==> config.mk <==
export PLATFORM = sky130hd
export DESIGN_NAME = vga_fb_fetch_flat
export DESIGN_NICKNAME = d
export VERILOG_FILES = /design/src/rtl/vga_fb_fetch_pkg.sv /design/src/rtl/vga_fb_fetch_if.sv /design/src/rtl/vga_fb_fetch_len.sv /design/src/rtl/vga_fb_fetch.sv /design/src/flat_wrapper.sv
export SDC_FILE = /design/constraint.sdc
export NUM_CORES = 1
export LEC_CHECK = 0
export CAP_MARGIN = 0
export CELL_PAD_IN_SITES_DETAIL_PLACEMENT = 1
export CELL_PAD_IN_SITES_GLOBAL_PLACEMENT = 1
export CORE_MARGIN = 5
export CORE_UTILIZATION = 33
export CTS_CLUSTER_SIZE = 25
export DETAILED_ROUTE_END_ITERATION = 8
export GPL_ROUTABILITY_DRIVEN = 0
export HOLD_SLACK_MARGIN = 0.03
export PLACE_DENSITY_LB_ADDON = 0.1
export SLEW_MARGIN = 40
export SYNTH_ARGS = -nofsm -noshare
export SYNTH_HDL_FRONTEND = slang
export SYNTH_HIERARCHICAL = 1
export SYNTH_SLANG_ARGS = --single-unit
==> constraint.sdc <==
create_clock -name clk_i -period 3.7 [get_ports clk_i]
set_clock_uncertainty 0.05 [all_clocks]
set_input_delay 0.74 -clock clk_i [delete_from_list [all_inputs] [get_ports clk_i]]
set_output_delay 0.74 -clock clk_i [all_outputs]
set_load 0.1 [all_outputs]
==> src/rtl/vga_fb_fetch_pkg.sv <==
// Shared types and constants for the framebuffer fetch sequencer.
package vga_fb_fetch_pkg;

  typedef enum logic [1:0] {
    ST_IDLE = 2'd0,
    ST_WAIT = 2'd1,
    ST_ADDR = 2'd2,
    ST_DATA = 2'd3
  } fetch_state_e;

  localparam logic [1:0] AXI_BURST_INCR = 2'b01;
  localparam logic [1:0] AXI_RESP_OKAY  = 2'b00;

  localparam int FRAME_W = 24;  // frame length in beats
  localparam int BLEN_W  = 9;   // requested/computed beats per burst
  localparam int ARLEN_W = 8;

  // AXI size encoding for a beat of the given byte count
  function automatic logic [2:0] axi_size(input int bytes);
    return 3'($clog2(bytes));
  endfunction

endpackage

==> src/rtl/vga_fb_fetch_if.sv <==
// AXI4 read address / read data channels between the fetch sequencer and the memory port.
interface vga_fb_fetch_if #(
  parameter int ADDR_WIDTH = 32,
  parameter int DATA_WIDTH = 32
);
  logic                  arvalid;
  logic                  arready;
  logic [ADDR_WIDTH-1:0] araddr;
  logic [7:0]            arlen;
  logic [2:0]            arsize;
  logic [1:0]            arburst;
  logic [3:0]            arid;
  logic                  rvalid;
  logic                  rready;
  logic [DATA_WIDTH-1:0] rdata;
  logic [1:0]            rresp;
  logic                  rlast;

  modport master (
    output arvalid, araddr, arlen, arsize, arburst, arid, rready,
    input  arready, rvalid, rdata, rresp, rlast
  );

  modport slave (
    input  arvalid, araddr, arlen, arsize, arburst, arid, rready,
    output arready, rvalid, rdata, rresp, rlast
  );
endinterface

==> src/rtl/vga_fb_fetch_len.sv <==
// Beats-per-burst calculation: clamp the request, limit to what is left of the frame and,
// with VGA_FB_FETCH_4K_SPLIT_EN defined, stop each burst at the next 4 KiB boundary.
module vga_fb_fetch_len
  import vga_fb_fetch_pkg::*;
#(
  parameter int ADDR_WIDTH = 32,
  parameter int DATA_WIDTH = 32,
  parameter int MAX_BURST  = 16
) (
  input  logic [BLEN_W-1:0]     burst_len_i,
  input  logic [FRAME_W-1:0]    rem_i,
  input  logic [ADDR_WIDTH-1:0] addr_i,
  output logic [BLEN_W-1:0]     beats_o
);

  localparam int BEAT_SHIFT = $clog2(DATA_WIDTH / 8);

  logic [BLEN_W-1:0] clamp;
  logic              unused_addr;

`ifdef VGA_FB_FETCH_4K_SPLIT_EN
  logic [12:0] bytes_left;
  logic [12:0] beats_4k;
  assign unused_addr = ^addr_i[ADDR_WIDTH-1:12];
`else
  assign unused_addr = ^addr_i;
`endif

  // clamp, then min against remaining frame beats (and the 4K page limit when enabled)
  always_comb begin
    clamp = burst_len_i;
    if (clamp == '0) clamp = BLEN_W'(1);
    else if (clamp > BLEN_W'(MAX_BURST)) clamp = BLEN_W'(MAX_BURST);

    beats_o = clamp;
    if (rem_i < FRAME_W'(clamp)) beats_o = rem_i[BLEN_W-1:0];

`ifdef VGA_FB_FETCH_4K_SPLIT_EN
    bytes_left = 13'd4096 - {1'b0, addr_i[11:0]};
    beats_4k   = bytes_left >> BEAT_SHIFT;
    if ({4'b0, beats_o} > beats_4k) beats_o = beats_4k[BLEN_W-1:0];
`endif
  end

endmodule

==> src/rtl/vga_fb_fetch.sv <==
// Framebuffer fetch sequencer: per frame, issues AXI4 INCR bursts from base_addr_i and
// streams returned beats into the pixel line FIFO, one burst outstanding at a time.
// Optional build macro: VGA_FB_FETCH_4K_SPLIT_EN (no burst crosses a 4 KiB page).
//
// state   | meaning
// IDLE    | no frame in progress
// WAIT    | burst size known, waiting for FIFO room
// ADDR    | AR presented, held until arready
// DATA    | accepting R beats until rlast
module vga_fb_fetch
  import vga_fb_fetch_pkg::*;
#(
  parameter int ADDR_WIDTH = 32,
  parameter int DATA_WIDTH = 32,
  parameter int MAX_BURST  = 16,
  parameter int FIFO_AW    = 6
) (
  input  logic                  clk_i,
  input  logic                  rst_n_i,
  input  logic                  en_i,
  input  logic [ADDR_WIDTH-1:0] base_addr_i,
  input  logic [FRAME_W-1:0]    frame_words_i,
  input  logic [BLEN_W-1:0]     burst_len_i,
  input  logic                  frame_start_i,
  input  logic [FIFO_AW:0]      fifo_free_i,
  output logic                  wr_en_o,
  output logic [DATA_WIDTH-1:0] wr_data_o,
  vga_fb_fetch_if.master        axi,
  output logic                  busy_o,
  output logic                  done_o,
  output logic                  err_o,
  input  logic                  err_clr_i
);

  localparam int         BEAT_SHIFT = $clog2(DATA_WIDTH / 8);
  localparam logic [2:0] AR_SIZE    = axi_size(DATA_WIDTH / 8);

  fetch_state_e          state_q, state_d;
  logic [ADDR_WIDTH-1:0] addr_q, addr_d;
  logic [FRAME_W-1:0]    rem_q, rem_d;
  logic [BLEN_W-1:0]     beats_q, beats_d;
  logic [ADDR_WIDTH-1:0] araddr_q, araddr_d;
  logic [ARLEN_W-1:0]    arlen_q, arlen_d;
  logic                  discard_q, discard_d;
  logic                  err_q, err_d;
  logic [BLEN_W-1:0]     beats_calc;
  logic                  last_beat;
  logic                  frame_ok;

  vga_fb_fetch_len #(
    .ADDR_WIDTH (ADDR_WIDTH),
    .DATA_WIDTH (DATA_WIDTH),
    .MAX_BURST  (MAX_BURST)
  ) u_len (
    .burst_len_i (burst_len_i),
    .rem_i       (rem_q),
    .addr_i      (addr_q),
    .beats_o     (beats_calc)
  );

  assign axi.arvalid = (state_q == ST_ADDR);
  assign axi.araddr  = araddr_q;
  assign axi.arlen   = arlen_q;
  assign axi.arsize  = axi.arvalid ? AR_SIZE : 3'd0;
  assign axi.arburst = axi.arvalid ? AXI_BURST_INCR : 2'b00;
  assign axi.arid    = 4'd0;
  assign axi.rready  = (state_q == ST_DATA);
  assign busy_o      = (state_q != ST_IDLE);
  assign err_o       = err_q;

  assign last_beat = (state_q == ST_DATA) && axi.rvalid && axi.rlast;
  assign frame_ok  = en_i && (frame_words_i != '0);

  // next-state, burst bookkeeping and FIFO push
  always_comb begin
    state_d   = state_q;
    addr_d    = addr_q;
    rem_d     = rem_q;
    beats_d   = beats_q;
    araddr_d  = araddr_q;
    arlen_d   = arlen_q;
    discard_d = discard_q;
    err_d     = err_q;
    wr_en_o   = 1'b0;
    wr_data_o = '0;
    done_o    = 1'b0;

    case (state_q)
      ST_IDLE: begin
        if (frame_start_i && frame_ok) begin
          addr_d  = base_addr_i;
          rem_d   = frame_words_i;
          state_d = ST_WAIT;
        end
      end
      ST_WAIT: begin
        if (!en_i) begin
          state_d = ST_IDLE;
        end else if (frame_start_i) begin
          // nothing in flight: restart the frame immediately
          addr_d  = base_addr_i;
          rem_d   = frame_words_i;
          state_d = frame_ok ? ST_WAIT : ST_IDLE;
        end else if (32'(fifo_free_i) >= 32'(beats_calc)) begin
          araddr_d = addr_q;
          arlen_d  = ARLEN_W'(beats_calc - BLEN_W'(1));
          beats_d  = beats_calc;
          state_d  = ST_ADDR;
        end
      end
      ST_ADDR: begin
        if (frame_start_i) discard_d = 1'b1;
        if (axi.arready) state_d = ST_DATA;
      end
      ST_DATA: begin
        wr_data_o = axi.rdata;
        wr_en_o   = axi.rvalid && !discard_q;
        if (frame_start_i) discard_d = 1'b1;
        if (last_beat) begin
          if (!discard_q) begin
            addr_d = addr_q + (ADDR_WIDTH'(beats_q) << BEAT_SHIFT);
            rem_d  = rem_q - FRAME_W'(beats_q);
            done_o = (rem_q == FRAME_W'(beats_q));
          end
          if (discard_q || frame_start_i) begin
            addr_d    = base_addr_i;
            rem_d     = frame_words_i;
            discard_d = 1'b0;
            state_d   = frame_ok ? ST_WAIT : ST_IDLE;
          end else if (done_o || !en_i) begin
            state_d = ST_IDLE;
          end else begin
            state_d = ST_WAIT;
          end
        end
      end
      default: state_d = ST_IDLE;
    endcase

    // clear wins over a same-cycle error beat
    if (err_clr_i) err_d = 1'b0;
    else if ((state_q == ST_DATA) && axi.rvalid && (axi.rresp != AXI_RESP_OKAY)) err_d = 1'b1;
  end

  // state and datapath registers
  always_ff @(posedge clk_i or negedge rst_n_i) begin
    if (!rst_n_i) begin
      state_q   <= ST_IDLE;
      addr_q    <= '0;
      rem_q     <= '0;
      beats_q   <= '0;
      araddr_q  <= '0;
      arlen_q   <= '0;
      discard_q <= 1'b0;
      err_q     <= 1'b0;
    end else begin
      state_q   <= state_d;
      addr_q    <= addr_d;
      rem_q     <= rem_d;
      beats_q   <= beats_d;
      araddr_q  <= araddr_d;
      arlen_q   <= arlen_d;
      discard_q <= discard_d;
      err_q     <= err_d;
    end
  end

endmodule
==> src/flat_wrapper.sv <==
// flat-port wrapper written by rule: the top's interface ports become plain ports
module vga_fb_fetch_flat import vga_fb_fetch_pkg::*;
#(
  parameter int ADDR_WIDTH = 32,
  parameter int DATA_WIDTH = 32,
  parameter int MAX_BURST  = 16,
  parameter int FIFO_AW    = 6
)
  (clk_i, rst_n_i, en_i, base_addr_i, frame_words_i, burst_len_i, frame_start_i, fifo_free_i, wr_en_o, wr_data_o, busy_o, done_o, err_o, err_clr_i, axi_arvalid, axi_araddr, axi_arlen, axi_arsize, axi_arburst, axi_arid, axi_rready, axi_arready, axi_rvalid, axi_rdata, axi_rresp, axi_rlast);
  vga_fb_fetch_if #(.ADDR_WIDTH(ADDR_WIDTH), .DATA_WIDTH(DATA_WIDTH)) axi_i ();
  input  logic clk_i;
  input  logic rst_n_i;
  input  logic en_i;
  input  logic [ADDR_WIDTH-1:0] base_addr_i;
  input  logic [FRAME_W-1:0] frame_words_i;
  input  logic [BLEN_W-1:0] burst_len_i;
  input  logic frame_start_i;
  input  logic [FIFO_AW:0] fifo_free_i;
  output logic wr_en_o;
  output logic [DATA_WIDTH-1:0] wr_data_o;
  output logic busy_o;
  output logic done_o;
  output logic err_o;
  input  logic err_clr_i;
  output wire logic [$bits(axi_i.arvalid)-1:0] axi_arvalid;
  output wire logic [$bits(axi_i.araddr)-1:0] axi_araddr;
  output wire logic [$bits(axi_i.arlen)-1:0] axi_arlen;
  output wire logic [$bits(axi_i.arsize)-1:0] axi_arsize;
  output wire logic [$bits(axi_i.arburst)-1:0] axi_arburst;
  output wire logic [$bits(axi_i.arid)-1:0] axi_arid;
  output wire logic [$bits(axi_i.rready)-1:0] axi_rready;
  input wire logic [$bits(axi_i.arready)-1:0] axi_arready;
  input wire logic [$bits(axi_i.rvalid)-1:0] axi_rvalid;
  input wire logic [$bits(axi_i.rdata)-1:0] axi_rdata;
  input wire logic [$bits(axi_i.rresp)-1:0] axi_rresp;
  input wire logic [$bits(axi_i.rlast)-1:0] axi_rlast;
  assign axi_arvalid = axi_i.arvalid;
  assign axi_araddr = axi_i.araddr;
  assign axi_arlen = axi_i.arlen;
  assign axi_arsize = axi_i.arsize;
  assign axi_arburst = axi_i.arburst;
  assign axi_arid = axi_i.arid;
  assign axi_rready = axi_i.rready;
  assign axi_i.arready = axi_arready;
  assign axi_i.rvalid = axi_rvalid;
  assign axi_i.rdata = axi_rdata;
  assign axi_i.rresp = axi_rresp;
  assign axi_i.rlast = axi_rlast;
  vga_fb_fetch #(.ADDR_WIDTH(ADDR_WIDTH), .DATA_WIDTH(DATA_WIDTH), .MAX_BURST(MAX_BURST), .FIFO_AW(FIFO_AW)) u_core (.clk_i(clk_i), .rst_n_i(rst_n_i), .en_i(en_i), .base_addr_i(base_addr_i), .frame_words_i(frame_words_i), .burst_len_i(burst_len_i), .frame_start_i(frame_start_i), .fifo_free_i(fifo_free_i), .wr_en_o(wr_en_o), .wr_data_o(wr_data_o), .axi(axi_i), .busy_o(busy_o), .done_o(done_o), .err_o(err_o), .err_clr_i(err_clr_i));
endmodule
; Word level (Yosys, flattened, before mapping)
; Index checks and enable logic that the tools add are counted.
[word_totals]
reg_bits = 109
input_bits = 114
elab_cells = 89
[op_classes]
n_addsub = 3
order_cmp = 3
eq_ne = 11
n_mux = 42
bitwise_logic = 1
n_reduce_logical = 21
[ops]
columns = cell, n
row1 = two-way mux 32 bit, 7
row2 = two-way mux 24 bit, 6
row3 = one-hot mux 32 bit (3 select lines), 1
row4 = one-hot mux 24 bit (3 select lines), 1
row5 = adder 32 x 11 -> 32 bit, 1
row6 = two-way mux 9 bit, 3
row7 = equality test 24 x 9 -> 1 bit, 1
row8 = less-than comparator 24 x 9 -> 1 bit, 1
row9 = nonzero test 24 bit, 1
row10 = subtractor 24 x 9 -> 24 bit, 1
row11 = two-way mux 2 bit, 8
row12 = two-way mux 1 bit, 14
row13 = >= comparator 7 x 9 -> 1 bit, 1
row14 = greater-than comparator 9 x 5 -> 1 bit (second input constant), 1
row15 = logical NOT 9 bit, 1
row16 = one-hot mux 2 bit (4 select lines), 1
row17 = AND reduction 4 bit, 2
row18 = nonzero test 2 bit, 4
row19 = subtractor 8 x 1 -> 8 bit (second input constant), 1
row20 = logical AND 1 bit, 6
row21 = inequality test 2 bit (second input constant), 3
row22 = AND reduction 6 bit, 1
row23 = equality test 2 bit (second input constant), 2
row24 = inequality test 2 x 1 -> 1 bit (second input constant), 2
row25 = other kinds (9), 11

; Logic depth before layout (Yosys ltp)
; Gate-level depths: netlist (run 1).
[depth]
ltp_word = 10
ltp_mapped = 20
mapped_depth_nobuf = 17

; Modules after synthesis
; Netlist (run 1), hierarchy kept.
[by_module_without_submodules]
columns = mod, n_inst, cells_per_inst, area_each_um2, seq_area_each_um2
row1 = vga_fb_fetch, 1, 742, 6707.7, 2727.6
row2 = vga_fb_fetch_len, 1, 53, 362.8, 0.0

; Worst setup path before layout (run 1)
; Ideal clock, no wire load.
[synth_timing]
path_kind = input-to-reg
startpoint = input burst_len_i[8]
endpoint = register u_core.araddr_q[0], in the netlist u_core/axi.araddr[0]
setup_ns = 0.125
arrival_ns = 4.183
slack_ns = -0.658
path_stages = 19
path_buffers = 3
cell_sequence = nor3_2 > nand2_1 > inv_1 > nand2_1 > ha_1 > a21oi_1 > a21oi_1 > o31ai_1 > nand3b_1 > buf_6 > mux2i_1 > inv_1 > ha_1 > o21ai_0 > a2111oi_2 > o2111a_1 > buf_2 > buf_6 > mux2_2
[synth_via]
elab_chain_len = 7
[synth_lines]
columns = element, line
row1 = "start, declared", flat_wrapper.sv:16  ; input logic [BLEN_W-1:0] burst_len_i;
row2 = greater-than comparator 9 x 5 -> 1 bit, vga_fb_fetch_len.sv:33  ; else if (clamp > BLEN_W'(MAX_BURST)) clamp = BLEN_W'(MAX_BURST);
row3 = two-way mux 9 bit, vga_fb_fetch_len.sv:33
row4 = two-way mux 9 bit *, vga_fb_fetch_len.sv:32  ; if (clamp == '0) clamp = BLEN_W'(1);
row5 = less-than comparator 24 x 9 -> 1 bit, vga_fb_fetch_len.sv:36  ; if (rem_i < FRAME_W'(clamp)) beats_o = rem_i[BLEN_W-1:0];
row6 = two-way mux 9 bit *, vga_fb_fetch_len.sv:36
row7 = via u_core.beats_calc[2], vga_fb_fetch.sv:46  ; logic [BLEN_W-1:0] beats_calc;
row8 = >= comparator 7 x 9 -> 1 bit *, vga_fb_fetch.sv:104  ; end else if (32'(fifo_free_i) >= 32'(beats_calc)) begin
row9 = AND reduction 4 bit (no line) *, --
row10 = "end signal, assigned", vga_fb_fetch.sv:161  ; araddr_q <= araddr_d;
row11 = "end, declared", vga_fb_fetch.sv:42  ; logic [ADDR_WIDTH-1:0] araddr_q, araddr_d;
; Mark *: on every way through the listed nets, which the timed path passes. The rest lies on a longest branch.
; A chain may end at the register's enable or synchronous reset.

; Worst setup path after layout (run 1)
[layout_timing]
startpoint = input burst_len_i[6]
endpoint = register u_core.araddr_q[24], in the netlist u_core/axi.araddr[24]
; The elaborated chain is that of the path after synthesis.

==> results.json, run 1 <==
{
  "grt_antenna_before_repair": 0,
  "worstPathArrival_ns": 4.34,
  "unrepaired_setup_endpoints_after_global_routing": "true",
  "floorplan.die.height_um": 156,
  "syn_area_sq_mm": 0.00707,
  "delay_heaviest_family_cp": "buffers and inverters",
  "cts_made_buffers": 9,
  "clock_sink_count": 109,
  "synth_compound_gate_area_share_pct": 20.7,
  "grt_util_met2_pct": 36.8,
  "slew_viol_final": 0,
  "grt_pass1_wl_um": 40600,
  "first_global_vias": 7500,
  "max_slew_margin_pct": 54.0,
  "final_number_of_hold_violating_endpoints": 0,
  "synthArstFlopShare_pct": 100,
  "dr.first_iter.drc_count": 253,
  "tightest_slew_ns": 0.690,
  "startpoint_type": "input port",
  "tritoncts_clock_tree": "yes",
  "route.detailed.vias_per_inst": 5.34,
  "synth_common_cells": "sky130_fd_sc_hd__dfrtp_1, sky130_fd_sc_hd__nand2_1, sky130_fd_sc_hd__nor2_1",
  "detail-route-antenna-nets": 0,
  "cp_endpoint_kind": "flop",
  "finish.cell_count_without_fillers": 1328,
  "min_period_ns": 4.14,
  "fillerInstances": 2451,
  "total_die_area_sq_mm": 0.0245,
  "power.leakage_nw": 4.60,
  "synth_simple_gate_area_share_pct": 19.5,
  "cp_cell_sequence": "buf_6 -> nor3_4 -> nand2_2 -> buf_4 -> buf_4 -> buf_4 -> buf_4 -> o311ai_1 -> nand3b_1 -> buf_6 -> mux2_4 -> ha_4 -> nand2b_4 -> a2111oi_4 -> a2111oi_4 -> o2111a_2 -> buf_6 -> buf_6 -> buf_8 -> mux2_4",
  "dp_hpwl_um": 19300,
  "met3_track_utilization_from_global_routing_pct": 2.68,
  "clock_insertion_delay_worst_skew_ns": 0.36,
  "routed-via-count": 7092,
  "drt-pass1-iter-count": 4,
  "pre_cts_ws_ns": -1.09,
  "synth.top_cell.area_share_pct": 38.6,
  "wirelength_um": 26000,
  "final_critical_path_setup_slack_ns": -0.437,
  "drive_gt1_share_pct": 28.1,
  "cellPowerDensity_mw_per_mm2": 970,
  "crit_buf_inv": 9,
  "setup_violations": 49,
  "yosysUniqueCellTypes": 76,
  "port_buffers": 193,
  "wl_per_cell_um": 19.6,
  "yosys-top-cells-area": "sky130_fd_sc_hd__dfrtp_1, sky130_fd_sc_hd__ha_1, sky130_fd_sc_hd__mux2_2",
  "ant_diodes": 0,
  "final_core_area_utilization_pct": 49.6,
  "yosys.area_share.xor_xnor_pct": 2.23,
  "synth.ff_latch_count": 109,
  "ios": 201,
  "cts-root-buf": "sky130_fd_sc_hd__clkbuf_16",
  "overflow": 0,
  "average_cell_area_after_synthesis_sq_um": 8.89,
  "remaining_drc_errors": 0,
  "gr-max-usage-layer": "met2",
  "yosys-mux-area-fraction_pct": 6.41,
  "synth_top_family_by_area": "compound AO/OA/AOI/OAI gates",
  "grt_usage_pct": 20.8,
  "finish.net_count": 1198,
  "seq_area_frac_synth_pct": 38.6,
  "violations": "setup timing",
  "clock.fmax_mhz": 242,
  "row_count": 53,
  "synth.most_common_cell": "sky130_fd_sc_hd__dfrtp_1",
  "fp.coreArea_sq_mm": 0.0211,
  "required_ns": 3.90,
  "grt_util_met1_pct": 27.7,
  "critPathMaxFanout": 4,
  "synth_warnings": 6,
  "synth_enable_flop_cells": 0,
  "h_tree_levels": 3,
  "period_share_pct": 112,
  "synth_top_cell_by_area": "sky130_fd_sc_hd__dfrtp_1",
  "grt_max_degree": 52,
  "area_delta_synth_final_pct": 48.0,
  "cts.path.max_buffers": 2,
  "netlist_instances": 795,
  "worst_path_largest_cell_delay_ns": 0.34,
  "die_width_um": 156,
  "primary_flip_flop_cell_chosen_by_synthesis_mapping": "sky130_fd_sc_hd__dfrtp_1",
  "initial_core_util_pct": 33.5,
  "maximum_vdd_drop_mv": 0.540,
  "timing.max_cap.violations": 0,
  "hold_path.class": "input port to asynchronous set/reset pin",
  "timing_worst_setup_path_type": "input port to flop",
  "place.detailed.instances": 1293,
  "adder_cell_share_of_the_synthesized_area_pct": 6.58,
  "timing.critical_path.slowest_stage_cell": "sky130_fd_sc_hd__a2111oi_4",
  "worst_setup_hold_path_clk_slew_ns": 0.08,
  "status": "finished with violations"
}
-- where the power goes --
part | leakage (nW) | total, W | switching, W | internal [W]
logic | 3.15 | 0.00672 | 0.00471 | 0.00201
registers | 1.28 | 0.00232 | 0.000559 | 0.00176
clock network | 0.165 | 0.00111 | 0.000501 | 0.000611
-- kinds of logic after synthesis --
family,Yosys count
simple gates,280
flops,109
compound gates,221
buf+inv,89
mux,40
other cells,2
fa+ha+maj,36
xor+xnor,18
-- timing repair --
item	4_1_cts	5_1_grt
endpoints found under the setup margin	51	51
pin swaps	19	17
hold buffers	0	0
hold endpoints to repair	0	0
cloned	6	0
gates resized for setup	79	55
buffers inserted	14	4
-- cell type report --
type	instances	area [sq um]	area share, %
clock inverter	7	114	1.09
clock buffer	9	225	2.15
multi-input combinational	606	4410	42.2
inverter	35	134	1.28
tap	275	344	3.29
timing repair buffer	287	2510	24.0
sequential	109	2730	26.1
-- per-stage QoR --
stage          instance area (sq um)  hold WS (ns)  total power, W  setup TNS, ns
6_report                       10500         0.356          0.0102         -16.13
5_1_grt                        10500         0.400          0.0107         -23.73
4_1_cts                        10300         0.380          0.0100         -24.12
3_5_place_dp                    9480         0.441         0.00872         -52.37
3_3_place_gp                    9680         0.410         0.00885         -47.62
2_1_floorplan                   7190         0.390         0.00712         -14.78
-- sequential cells by signal (all words and copies together), names as in the netlist, named ones only --
name               flops
u_core/addr_q         32
u_core/beats_q         9
u_core/axi.arlen       8
u_core/discard_q       1
u_core/axi.araddr     32
u_core/state_q         1
u_core/rem_q          24
u_core/err_o           1
-- per-layer routing --
layer  wire [um]  up-vias
li1            -     3423
met1       11400     3524
met2       13300      135
met3        1120       10
met4         174        0
met5           0        -
-- cells in the final DEF, fill, tap and decap left out, types with 9 or more instances in the layout --
cell type,n
sky130_fd_sc_hd__buf_2,43
sky130_fd_sc_hd__ha_1,28
sky130_fd_sc_hd__nand3_1,19
sky130_fd_sc_hd__buf_4,115
sky130_fd_sc_hd__nor2_1,61
sky130_fd_sc_hd__nor3_1,16
sky130_fd_sc_hd__conb_1,11
sky130_fd_sc_hd__inv_1,33
sky130_fd_sc_hd__nor4_1,13
sky130_fd_sc_hd__o22ai_1,13
sky130_fd_sc_hd__xnor2_1,11
sky130_fd_sc_hd__nand4_1,15
sky130_fd_sc_hd__a31oi_1,11
sky130_fd_sc_hd__nand2_1,68
sky130_fd_sc_hd__o21ai_0,32
sky130_fd_sc_hd__buf_6,9
sky130_fd_sc_hd__a21oi_1,59
sky130_fd_sc_hd__dfrtp_1,109
sky130_fd_sc_hd__clkbuf_16,9
sky130_fd_sc_hd__mux2_4,28
sky130_fd_sc_hd__clkdlybuf4s50_1,105
sky130_fd_sc_hd__a21o_1,10
sky130_fd_sc_hd__a2bb2oi_1,12
sky130_fd_sc_hd__and3_1,45
-- final timing paths --
check | start | endpoint | slack (ns) | cells after the start
setup / recovery | burst_len_i[6] | u_core/axi.araddr[24] | -0.44 | 20
hold / removal | rst_n_i | u_core/axi.arlen[2] | 0.36 | 1
setup reg to reg | u_core/rem_q[21] | u_core/axi.araddr[24] | -0.14 | 14
hold reg to reg | u_core/addr_q[1] | u_core/addr_q[1] | 0.45 | 2
max in group asynchronous | rst_n_i | u_core/addr_q[3] | 2.39 | 2
min in group clk_i | u_core/addr_q[1] | u_core/addr_q[1] | 0.45 | 2
-- worst reg2reg max path: cells and delay by family (launching register included) --
kind | cells | cell delay (ns)
fa+ha+maj | 1 | 0.21
buf+inv | 4 | 0.59
simple gates | 4 | 1.17
mux | 2 | 0.61
compound gates | 3 | 0.73
flops | 1 | 0.39
No activity file was read; power rests on OpenSTA's default activity.
==> run 2, diff against run 1 <==
--- a/config.mk
+++ b/config.mk
@@ -5,6 +5,7 @@
 export SDC_FILE = /design/constraint.sdc
 export NUM_CORES = 1
 export LEC_CHECK = 0
+export ABC_CLOCK_PERIOD_IN_PS = 3700
 export CAP_MARGIN = 0
 export CELL_PAD_IN_SITES_DETAIL_PLACEMENT = 1
 export CELL_PAD_IN_SITES_GLOBAL_PLACEMENT = 1
==> results of run 2 <==
The final DEF is identical to that of run 1; final timing and power are the same.
